File: src/rtl/edge_scan_ctrl.sv
// Purpose: frame scanner for a 3x3 filter. It reads the nine kernel taps of each output pixel over Avalon-MM, waits for the filter result, then writes it.
// Latency: per interior pixel 9 x (read + return) cycles, then the result wait, then one write; waitrequest adds stall cycles.
// Backpressure: avm_waitrequest_i holds the current read/write with a stable address and data. One read is outstanding at most. Optional macro: EDGE_SCAN_ZERO_BORDER_EN.
module edge_scan_ctrl #(
    parameter int          IMG_W    = 8,
    parameter int          IMG_H    = 8,
    parameter int          ADDR_W   = 16,
    parameter int unsigned SRC_BASE = 0,
    parameter int unsigned DST_BASE = 16'h1000
) (
    input  logic              clk_i,
    input  logic              rst_n_i,
    input  logic              start_i,
    output logic              busy_o,
    output logic              done_o,
    output logic [ADDR_W-1:0] avm_address_o,
    output logic              avm_read_o,
    output logic              avm_write_o,
    output logic [7:0]        avm_writedata_o,
    input  logic              avm_waitrequest_i,
    input  logic [7:0]        avm_readdata_i,
    input  logic              avm_readdatavalid_i,
    output logic [7:0]        tap_o,
    output logic [3:0]        tap_idx_o,
    output logic              tap_valid_o,
    input  logic [7:0]        result_i,
    input  logic              result_valid_i
);

    localparam int CW = $clog2(IMG_W);
    localparam int RW = $clog2(IMG_H);

    localparam logic [2:0] S_IDLE     = 3'd0;
    localparam logic [2:0] S_RD_REQ   = 3'd1;
    localparam logic [2:0] S_RD_WAIT  = 3'd2;
    localparam logic [2:0] S_RES_WAIT = 3'd3;
    localparam logic [2:0] S_WR_REQ   = 3'd4;
    localparam logic [2:0] S_DONE     = 3'd5;

`ifdef EDGE_SCAN_ZERO_BORDER_EN
    // Full-frame scan; border pixels are written as 0 without reading taps
    localparam bit            BORDER_EN = 1'b1;
    localparam logic [RW-1:0] R_FIRST   = '0;
    localparam logic [RW-1:0] R_LAST    = RW'(IMG_H - 1);
    localparam logic [CW-1:0] C_FIRST   = '0;
    localparam logic [CW-1:0] C_LAST    = CW'(IMG_W - 1);
`else
    // Interior-only scan; the 3x3 window never leaves the image
    localparam bit            BORDER_EN = 1'b0;
    localparam logic [RW-1:0] R_FIRST   = RW'(1);
    localparam logic [RW-1:0] R_LAST    = RW'(IMG_H - 2);
    localparam logic [CW-1:0] C_FIRST   = CW'(1);
    localparam logic [CW-1:0] C_LAST    = CW'(IMG_W - 1 - 1);
`endif

    function automatic logic is_border(input logic [RW-1:0] r, input logic [CW-1:0] c);
        return BORDER_EN && ((r == '0) || (r == RW'(IMG_H - 1)) ||
                             (c == '0) || (c == CW'(IMG_W - 1)));
    endfunction

    logic [2:0]        state;
    logic [RW-1:0]     row;
    logic [CW-1:0]     col;
    logic [1:0]        ky;
    logic [1:0]        kx;
    logic [7:0]        wr_data;
    logic [7:0]        tap_dat;
    logic [3:0]        tap_idx;
    logic              tap_vld;

    logic              last_col;
    logic              last_pix;
    logic              last_tap;
    logic [RW-1:0]     nxt_row;
    logic [CW-1:0]     nxt_col;
    logic [3:0]        cur_idx;
    logic [ADDR_W-1:0] rd_addr;
    logic [ADDR_W-1:0] wr_addr;

    // Scan position bookkeeping and tap/pixel addresses (ADDR_W wrap-around arithmetic)
    always_comb begin
        last_col = (col == C_LAST);
        last_pix = last_col && (row == R_LAST);
        last_tap = (ky == 2'd2) && (kx == 2'd2);
        nxt_col  = last_col ? C_FIRST : col + CW'(1);
        nxt_row  = last_col ? row + RW'(1) : row;
        cur_idx  = {2'b00, ky} * 4'd3 + {2'b00, kx};
        rd_addr  = ADDR_W'(SRC_BASE)
                 + (ADDR_W'(row) + ADDR_W'(ky) - ADDR_W'(1)) * ADDR_W'(IMG_W)
                 + ADDR_W'(col) + ADDR_W'(kx) - ADDR_W'(1);
        wr_addr  = ADDR_W'(DST_BASE) + ADDR_W'(row) * ADDR_W'(IMG_W) + ADDR_W'(col);
    end

    // Scan FSM: tap reads, result capture, result write, frame completion
    always_ff @(posedge clk_i or negedge rst_n_i) begin
        if (!rst_n_i) begin
            state   <= S_IDLE;
            row     <= '0;
            col     <= '0;
            ky      <= '0;
            kx      <= '0;
            wr_data <= '0;
            tap_dat <= '0;
            tap_idx <= '0;
            tap_vld <= 1'b0;
        end else begin
            tap_vld <= 1'b0;
            case (state)
                S_IDLE: begin
                    if (start_i) begin
                        row     <= R_FIRST;
                        col     <= C_FIRST;
                        ky      <= '0;
                        kx      <= '0;
                        wr_data <= '0;
                        state   <= is_border(R_FIRST, C_FIRST) ? S_WR_REQ : S_RD_REQ;
                    end
                end
                S_RD_REQ: begin
                    if (!avm_waitrequest_i) begin
                        state <= S_RD_WAIT;
                    end
                end
                S_RD_WAIT: begin
                    if (avm_readdatavalid_i) begin
                        tap_vld <= 1'b1;
                        tap_dat <= avm_readdata_i;
                        tap_idx <= cur_idx;
                        if (last_tap) begin
                            ky    <= '0;
                            kx    <= '0;
                            state <= S_RES_WAIT;
                        end else begin
                            if (kx == 2'd2) begin
                                kx <= '0;
                                ky <= ky + 2'd1;
                            end else begin
                                kx <= kx + 2'd1;
                            end
                            state <= S_RD_REQ;
                        end
                    end
                end
                S_RES_WAIT: begin
                    if (result_valid_i) begin
                        wr_data <= result_i;
                        state   <= S_WR_REQ;
                    end
                end
                S_WR_REQ: begin
                    if (!avm_waitrequest_i) begin
                        if (last_pix) begin
                            state <= S_DONE;
                        end else begin
                            row <= nxt_row;
                            col <= nxt_col;
                            if (is_border(nxt_row, nxt_col)) begin
                                wr_data <= '0;
                                state   <= S_WR_REQ;
                            end else begin
                                state <= S_RD_REQ;
                            end
                        end
                    end
                end
                S_DONE: begin
                    row     <= '0;
                    col     <= '0;
                    ky      <= '0;
                    kx      <= '0;
                    wr_data <= '0;
                    state   <= S_IDLE;
                end
                default: state <= S_IDLE;
            endcase
        end
    end

    // Outputs decode from state so reset drops them in the same instant
    always_comb begin
        busy_o          = (state != S_IDLE);
        done_o          = (state == S_DONE);
        avm_read_o      = (state == S_RD_REQ);
        avm_write_o     = (state == S_WR_REQ);
        avm_address_o   = '0;
        avm_writedata_o = '0;
        if (state == S_RD_REQ) begin
            avm_address_o = rd_addr;
        end else if (state == S_WR_REQ) begin
            avm_address_o   = wr_addr;
            avm_writedata_o = wr_data;
        end
        tap_o       = tap_dat;
        tap_idx_o   = tap_idx;
        tap_valid_o = tap_vld;
    end

endmodule

File: config.mk
export PLATFORM = sky130hd
export DESIGN_NAME = edge_scan_ctrl
export DESIGN_NICKNAME = d
export VERILOG_FILES = /design/src/rtl/edge_scan_ctrl.sv
export SDC_FILE = /design/constraint.sdc
export NUM_CORES = 1
export LEC_CHECK = 0
export ABC_AREA = 1
export ABC_CLOCK_PERIOD_IN_PS = 3100
export BUFFER_PORTS_ARGS = -buffer_cell sky130_fd_sc_hd__buf_2
export CAP_MARGIN = 20
export CELL_PAD_IN_SITES_DETAIL_PLACEMENT = 1
export CELL_PAD_IN_SITES_GLOBAL_PLACEMENT = 1
export CORE_MARGIN = 1.5
export CORE_UTILIZATION = 34
export CTS_CLUSTER_SIZE = 25
export DETAILED_ROUTE_END_ITERATION = 8
export GPL_ROUTABILITY_DRIVEN = 1
export MAX_ROUTING_LAYER = met4
export PLACE_DENSITY = 0.77
export SYNTH_ARGS = -nofsm -noshare
export SYNTH_HDL_FRONTEND = slang
export SYNTH_SLANG_ARGS = --single-unit
File: constraint.sdc
create_clock -name clk_i -period 3.1 [get_ports clk_i]
set_input_delay 0.62 -clock clk_i [delete_from_list [all_inputs] [get_ports clk_i]]
set_output_delay 0.62 -clock clk_i [all_outputs]
set_load 0.01 [all_outputs]
== Word level (Yosys, flattened, before mapping) ==
Cells that the tools add are included.
Widths: inputs -> output; s select.
Operators by class
  $add $sub $neg: 12
  multipliers: 1
  div/mod/pow operators: 0
  $lt $le $gt $ge: 0
  equal/unequal tests: 17
  shift operators: 0
  mux-type cells: 34
  bitwise gates (word level): 0
  reductions and logical operators: 14
Operators by type and width (number)
  $mux 3: 12
  $mux 8: 4
  $pmux 8 s3: 1
  $pmux 3 s3: 2
  $mux 16: 1
  $mux 2: 8
  $add 14x3->15: 1
  $mux 15: 1
  $pmux 3 s5: 1
  $add 13x6->14 const A: 1
  $eq 3x3->1 const B: 4
  $ne 2x2->1 const B: 6
  $pmux 2 s3: 2
  $reduce_bool 3->1: 4
  $sub 10x2->11 const B: 1
  $add 9x3->10: 1
  $reduce_and 5->1: 2
  $add 8x4->9: 1
  $reduce_and 4->1: 2
  $add 3x1->3 const B: 2
  $eq 3x2->1 const B: 2
  $reduce_and 3->1: 2
  $sub 4x1->5 const B: 1
  $add 2x1->2 const B: 2
  other kinds (11): 14
Word-level totals
  bits in registers: 34
  latch bits: 0
  memory bits (writable): 0
  memory bits (read-only): 0
  output and inout bits: 41
  logic and storage cells: 87
  memories: 0

== Longest topological paths before layout ==
Gate-level depths: netlist (run 1).
  word-level depth: 6
  gate-level depth with buffers: 14
  depth with buffers taken out: 14

== Worst setup path before layout (run 1) ==
Ideal clock, no wire load.
  path type: flip-flop to output port
  start point: reg ky[1]
  end point: out avm_address_o[11]
  arrival: 2.582 ns
  setup slack: -0.102 ns
  cell stages (with the launch flop): 14
  cells stage by stage: dfrtp_1 > inv_1 > ha_1 > inv_1 > ha_1 > fa_1 > xor2_1 > inv_1 > ha_1 > inv_1 > or2_2 > nand3_1 > inv_1 > buf_4
Between the ends
  cells in the longest elaborated chain, start to end: 6
RTL lines
  start, declared: RTL line 64  | logic [1:0] ky;
  start signal, assigned: RTL line 136  | ky <= ky + 2'd1;
  $add 3x2->4: RTL line 89  | + (ADDR_W'(row) + ADDR_W'(ky) - ADDR_W'(1)) * ADDR_W'(IMG_W)
  $sub 4x1->5: RTL line 89
  $add 8x4->9: RTL line 90  | + ADDR_W'(col) + ADDR_W'(kx) - ADDR_W'(1);
  $add 9x3->10: RTL line 90
  $sub 10x2->11: RTL line 90
  $mux 16: RTL line 187  | if (state == S_RD_REQ) begin
  end, declared: RTL line 16  | output logic [ADDR_W-1:0] avm_address_o,
No other way between the ends.

== Worst setup path in the final report (run 1) ==
  start point: reg ky[1]
  end point: out avm_address_o[12]
The elaborated chain is that of the path after synthesis.

==> flow_metrics.env, run 1 <==
export IMPL_status="finished, violations left"
export IMPL_failed_checks="setup timing"
export IMPL_path_delay_family="adder cells"
export IMPL_routedWlPerCell_um=13.2
export IMPL_powerDensity_nw_per_um2=1260
export IMPL_ys_warn_count=0
export IMPL_netlist_area_um2=2540
export IMPL_gp_congestion=0.785
export IMPL_drt_initial_drc_count=72
export IMPL_max_vdd_ir_drop_mv=0.472
export IMPL_rows=31
export IMPL_placed_cell_area_um2=2970
export IMPL_fin_crit_ns=3.33
export IMPL_instances_no_fill=529
export IMPL_tritoncts="built"
export IMPL_hold_class="in -> async"
export IMPL_final_area_um2=3280
export IMPL_final_hold_viol_count=0
export IMPL_totalWireLength_um=6990
export IMPL_rr_worst_depth=6
export IMPL_cp_max_fo=3
export IMPL_cts_buffers_inserted=5
export IMPL_path_common_cell="ha_4"
export IMPL_htree_levels=2
export IMPL_setup_violations=10
export IMPL_max_freq_ghz=0.300
export IMPL_yosys_area_share_simple_pct=31.2
export IMPL_post_route_period_util_pct=107
export IMPL_drive_above_1_share_pct=33.5
export IMPL_area_delta_synth_final_pct=29.0
export IMPL_grt_ovfl_total=0
export IMPL_port_buffers=62
export IMPL_dieWidth_um=89.5
export IMPL_grt_max_degree=35
export IMPL_grt_pass1_vias=2400
export IMPL_syn_area_per_cell_um2=7.08
export IMPL_fp_dieArea_um2=8000
export IMPL_synth_nets=404
export IMPL_timing_worst_setup_path_type="reg -> out"
export IMPL_arrival_ns=2.71
export IMPL_root_buffer="clkbuf_8"
export IMPL_insertion_delay_ns=0.29
export IMPL_dpl_worst_slack_ns=-0.0679
export IMPL_cts_clk_slew_worst_paths_ns=0.07
export IMPL_multi_input_comb_area_um2=1470
export IMPL_muxShareOfSynthArea_pct=0
export IMPL_path_cells="inv_2 -> ha_4 -> inv_2 -> ha_4 -> fa_2 -> ha_4 -> nand2_4 -> nor3_2 -> nand2_1 -> nand3_4 -> nand2_1 -> buf_2"
export IMPL_fin_nets=475
export IMPL_setup_tns_final_ns=-2.03
export IMPL_synth_compound_area_share_pct=8.03
export IMPL_cp_required_ns=2.48
export IMPL_placed_cells=518
export IMPL_cts_sinks=34
export IMPL_slew_violations=0
export IMPL_setup_worst_path_end_class="output port"
export IMPL_antenna_found_initial=0
export IMPL_n_fill_cell=962
export IMPL_leakagePower_nw=1.83
export IMPL_grt_usage_pct=18.5
export IMPL_start_util_pct=35.0
export IMPL_dpl_hpwl_um=5130
export IMPL_cap_violations=0
export IMPL_whs_ns=0.411
export IMPL_ant_nets=0
export IMPL_tightest_slew_ns=0.775
export IMPL_cp_slowest_cell="fa_2"
export IMPL_core_area_um2=7250
export IMPL_first_pass_iters=4
export IMPL_synth_seq_area_share_pct=33.5
export IMPL_synthAdderAreaFrac_pct=12.8
export IMPL_syn_inst=359
export IMPL_setup_slack_ns=-0.231
export IMPL_rsz0062_at_grt="yes"
export IMPL_cp_num_buf_inv=3
export IMPL_slowest_delay_ns=0.50
export IMPL_clk_path_buf_depth=2
export IMPL_synth_cell_types=26
export IMPL_io_pins=63
export IMPL_antenna_diode_count=0
export IMPL_die_h_um=89.5
export IMPL_cp_num_cells=12
export IMPL_dr_total_vias=2423
export IMPL_startpoint_type="flop"
export IMPL_seqCellArea_um2=853
export IMPL_drc=0
export IMPL_grt_pass1_wl_um=11100
export IMPL_synth_seq_cells=34
export IMPL_finalClockSkew_ns=0.00617
export IMPL_relSlewSlack_pct=48.3
export IMPL_vias_per_cell=4.58
export IMPL_synth_top_family_by_area="simple AND/OR/NAND/NOR gates"
export IMPL_synthXorXnorAreaFrac_pct=0.689
## power breakdown
part           switching (mW)  internal (mW)  total (mW)  leakage, nW
registers               0.107          0.603       0.710        0.449
clock network           0.160          0.257       0.417       0.0573
logic                    1.77           1.22        2.99         1.33
total                    2.03           2.08        4.12         1.83
## repair_timing
item                                    CTS  global route
endpoints found under the setup margin   11            12
resized for setup                        14            29
pin swaps                                 9            13
setup buffers                             4             0
hold buffers                              0             0
## cell families (layout without fill, tap and decap cells)
kind of cell | after synthesis | after routing
AND/OR/NAND/NOR | 184 | 184
flip-flops | 34 | 34
adder cells (fa/ha/maj) | 23 | 23
AO/OA/AOI/OAI | 34 | 34
XOR/XNOR | 2 | 2
buffers and inverters | 82 | 153
## through the flow
step	utilization (%)	total power [mW]
6_report	45.2	4.12
4_1_cts	43.8	3.72
2_1_floorplan	-	2.40
3_3_place_gp	40.9	2.93
5_1_grt	45.2	4.52
3_5_place_dp	40.9	3.02
## worst reg2reg max path: stages (launching register included)
cell,delay [ns]
dfrtp_1,0.39
buf_4,0.15
fa_1,0.53
ha_1,0.14
inv_1,0.04
fa_1,0.42
o21ai_0,0.17
## final cells by class
class | instances | share of cell area (%)
Clock inverter | 1 | 0.916
Timing Repair Buffer | 75 | 13.6
Inverter | 71 | 8.28
Clock buffer | 6 | 2.52
Tap cell | 99 | 3.78
Sequential cell | 34 | 26.0
Multi-Input combinational cell | 243 | 44.9
## layer usage
| metal | track usage, % | share of wire [%] | up-vias |
|---|---|---|---|
| met1 | 23.1 | 45 | 1150 |
| li1 | - | - | 1224 |
| met2 | 31.1 | 51 | 40 |
| met5 | - | 0 | - |
| met3 | 3.32 | 2.8 | 9 |
| met4 | 4.34 | 1.3 | 0 |
## Yosys cell counts, drive strengths merged
cell    instances  share of area [%]
a21oi           6                1.2
buf            10                3.2
clkbuf          1               0.15
dfrtp          34                 33
fa              5                3.9
ha             18                8.9
inv            71                 10
nand2         109                 17
nand3          25                5.3
nand4           2               0.49
nor2           45                7.9
nor3            1               0.20
o21ai          25                6.1
o22ai           3               0.74
or2             2               0.49
xnor2           1               0.34
xor2            1               0.34
## flip-flops by register name, summed over array words and instances (netlist names)
name / flops
tap_o: 8
col: 3
state: 3
tap_idx_o: 4
wr_data: 8
ky: 2
kx: 2
tap_valid_o: 1
row: 3
## path summary, 6_finish.rpt
kind | to | from | slack (ns)
max | avm_address_o[12] | ky[1] | -0.23
min | tap_idx_o[3] | rst_n_i | 0.41
max reg2reg | tap_idx_o[2] | ky[0] | 1.17
min reg2reg | tap_o[3] | tap_o[3] | 0.48
max in group asynchronous | col[1] | rst_n_i | 2.15
min in group clk_i | tap_o[3] | tap_o[3] | 0.48
## layout by cell type, fill, tap and decap left out, types with 2 or more instances in the layout
| cell | Yosys | final |
|---|---|---|
| a21oi_1 | 6 | 4 |
| buf_2 | 1 | 56 |
| buf_4 | 7 | 13 |
| buf_6 | 2 | 6 |
| clkbuf_8 | 0 | 6 |
| dfrtp_1 | 34 | 32 |
| dfrtp_2 | 0 | 2 |
| fa_1 | 5 | 3 |
| fa_2 | 0 | 2 |
| ha_1 | 18 | 14 |
| ha_4 | 0 | 4 |
| inv_1 | 68 | 57 |
| inv_2 | 3 | 12 |
| inv_4 | 0 | 2 |
| nand2_1 | 102 | 99 |
| nand2_2 | 7 | 9 |
| nand3_1 | 23 | 19 |
| nand3_2 | 2 | 5 |
| nand4_1 | 2 | 2 |
| nor2_1 | 38 | 35 |
| nor2_2 | 4 | 7 |
| nor2_4 | 3 | 3 |
| o21ai_0 | 16 | 15 |
| o21ai_1 | 1 | 2 |
| o21ai_2 | 8 | 8 |
| o22ai_1 | 3 | 3 |
Note: power is estimated with default switching activity, not from simulation.
==> run 2: changes to the inputs <==
--- a/config.mk
+++ b/config.mk
@@ -10,14 +10,14 @@
 export BUFFER_PORTS_ARGS = -buffer_cell sky130_fd_sc_hd__buf_2
 export CAP_MARGIN = 20
 export CELL_PAD_IN_SITES_DETAIL_PLACEMENT = 1
-export CELL_PAD_IN_SITES_GLOBAL_PLACEMENT = 1
+export CELL_PAD_IN_SITES_GLOBAL_PLACEMENT = 2
 export CORE_MARGIN = 1.5
-export CORE_UTILIZATION = 34
+export CORE_UTILIZATION = 26
 export CTS_CLUSTER_SIZE = 25
 export DETAILED_ROUTE_END_ITERATION = 8
 export GPL_ROUTABILITY_DRIVEN = 1
 export MAX_ROUTING_LAYER = met4
-export PLACE_DENSITY = 0.77
+export PLACE_DENSITY = 0.76
 export SYNTH_ARGS = -nofsm -noshare
 export SYNTH_HDL_FRONTEND = slang
 export SYNTH_SLANG_ARGS = --single-unit
==> flow_metrics.env, run 2 (synthesis gave the netlist of run 1 again) <==
export IMPL_status="finished, violations left"
export IMPL_failed_checks="setup timing"
export IMPL_post_route_period_util_pct=107
export IMPL_path_common_cell="ha_4"
export IMPL_drc=0
export IMPL_port_buffers=62
export IMPL_rows=35
export IMPL_combPwrFrac_pct=73.8
export IMPL_fin_nets=481
export IMPL_cp_num_buf_inv=4
export IMPL_area_delta_synth_final_pct=30.8
export IMPL_p_int_mw=2.03
export IMPL_rsz0062_at_grt="yes"
export IMPL_start_util_pct=27.1
export IMPL_grt_max_degree=35
export IMPL_finalClockSkew_ns=0.00476
export IMPL_setup_worst_path_end_class="output port"
export IMPL_htree_levels=2
export IMPL_arrival_ns=2.69
export IMPL_p_seq_share_pct=17.7
export IMPL_placed_cells=550
export IMPL_dieWidth_um=102
export IMPL_whs_ns=0.413
export IMPL_grt_pass1_vias=2375
export IMPL_setup_tns_final_ns=-1.70
export IMPL_n_fill_cell=1213
export IMPL_dr_total_vias=2393
export IMPL_antenna_diode_count=0
export IMPL_cp_max_fo=3
export IMPL_dpl_worst_slack_ns=-0.0116
export IMPL_grt_pass1_wl_um=11300
export IMPL_fp_dieArea_um2=10400
export IMPL_slew_violations=0
export IMPL_vias_per_cell=4.23
export IMPL_grt_ovfl_total=0
export IMPL_ant_nets=0
export IMPL_pwr_share_clk_pct=8.5
export IMPL_slowest_delay_ns=0.60
export IMPL_layout_common_cells="99 x nand2_1, 59 x buf_2, 57 x inv_1"
export IMPL_cap_violations=0
export IMPL_dr_wl_met3_um=148
export IMPL_path_delay_family="adder cells"
export IMPL_first_pass_iters=4
export IMPL_topRoutingLayerUsed="met4"
export IMPL_cts_buffers_inserted=5
export IMPL_net_switching_power_mw=1.99
export IMPL_routedWlPerCell_um=12.4
export IMPL_die_h_um=102
export IMPL_insertion_delay_ns=0.28
export IMPL_dpl_hpwl_um=5340
export IMPL_wl_met1_um=3310
export IMPL_drt_initial_drc_count=39
export IMPL_final_hold_viol_count=0
export IMPL_antenna_found_initial=0
export IMPL_timing_worst_setup_path_type="reg -> out"
export IMPL_drive_above_1_share_pct=34.6
export IMPL_max_freq_ghz=0.302
export IMPL_tritoncts="built"
export IMPL_io_pins=63
export IMPL_tightest_slew_ns=0.781
export IMPL_wl_met2_um=3500
export IMPL_hold_class="in -> async"
export IMPL_relSlewSlack_pct=47.9
export IMPL_leakagePower_nw=1.85
export IMPL_cts_clk_slew_worst_paths_ns=0.07
export IMPL_path_cells="inv_2 -> ha_4 -> inv_2 -> ha_4 -> fa_2 -> ha_4 -> inv_4 -> nor2_4 -> nand3_2 -> nand3_2 -> nand2_1 -> nand2_2 -> nor2_2 -> buf_2"
export IMPL_max_vdd_ir_drop_mv=0.407
export IMPL_setup_slack_ns=-0.213
export IMPL_gp_congestion=0.797
export IMPL_switching_share_pct=49.4
export IMPL_powerDensity_nw_per_um2=1210
export IMPL_cp_required_ns=2.48
export IMPL_layout_commonest_cell="nand2_1"
export IMPL_cp_slowest_cell="fa_2"
export IMPL_final_util_pct=35.5
export IMPL_cts_sinks=34
export IMPL_p_total_mw=4.02
export IMPL_placed_cell_area_um2=3020
export IMPL_setup_violations=11
export IMPL_instances_no_fill=566
export IMPL_grt_usage_pct=14.2
export IMPL_startpoint_type="flop"
export IMPL_clk_path_buf_depth=2
export IMPL_cts_hold_fix_buffers=0
export IMPL_fin_crit_ns=3.31
export IMPL_totalWireLength_um=7020
export IMPL_final_area_um2=3320
export IMPL_core_area_um2=9370
export IMPL_root_buffer="clkbuf_8"
==> run 2: changes by cell type in the layout (fill, tap and decap cells not counted), sizes merged <==
| cell | previous run | this run |
|---|---|---|
| buf | 75 | 81 |
| bufinv | 1 | 0 |
| clkbuf | 6 | 7 |
| clkinv | 0 | 1 |
==> run 2: what timing repair did <==
| item | in CTS | in global routing |
|---|---|---|
| endpoints found under the setup margin | 11 | 12 |
| setup buffers | 3 | 5 |
| gates resized for setup | 26 | 15 |
| pin swaps | 16 | 9 |
==> run 2: layout make-up <==
cell class              count  area (um2)  share of cell area (%)
clock buffers               7        86.3                    2.60
flip-flops and latches     34         853                    25.7
multi-input cells         243        1470                    44.3
well taps                 129         161                    4.86
inverters                  71         269                    8.09
repair buffers             81         475                    14.3
clock inverters             1        5.00                   0.151
==> run 2: power by group through the flow <==
stage	combinational, mW	sequential (mW)	clock, mW
after floorplan	1.67	0.728	0
after global placement	2.33	0.711	0
after detailed placement	2.38	0.719	0
after CTS	2.80	0.710	0.359
after global routing	3.32	0.737	0.375
final	2.97	0.711	0.343
==> run 2: per-layer routing <==
metal / GRT usage [%] / up-vias
li1: - / 1238
met1: 18.5 / 1123
met2: 23.9 / 28
met3: 1.44 / 4
met4: 3.48 / 0
met5: - / -
==> run 2: worst paths after layout <==
path / from / endpoint / slack (ns) / cells after the start
min in group clk_i: tap_idx_o[1] / tap_idx_o[1] / 0.48 / 2
max in group asynchronous: rst_n_i / col[1] / 2.15 / 1
hold reg to reg: tap_idx_o[1] / tap_idx_o[1] / 0.48 / 2
hold / removal: rst_n_i / tap_valid_o / 0.41 / 1
setup reg to reg: ky[1] / tap_idx_o[2] / 1.00 / 7
setup / recovery: ky[1] / avm_address_o[7] / -0.21 / 14
==> run 2: worst register-to-register path: cells and delay by family (launching register included) <==
kind,cells,cell delay (ns)
AO/OA/AOI/OAI,1,0.19
adder cells (fa/ha/maj),3,1.07
buffers and inverters,3,0.35
flip-flops,1,0.40
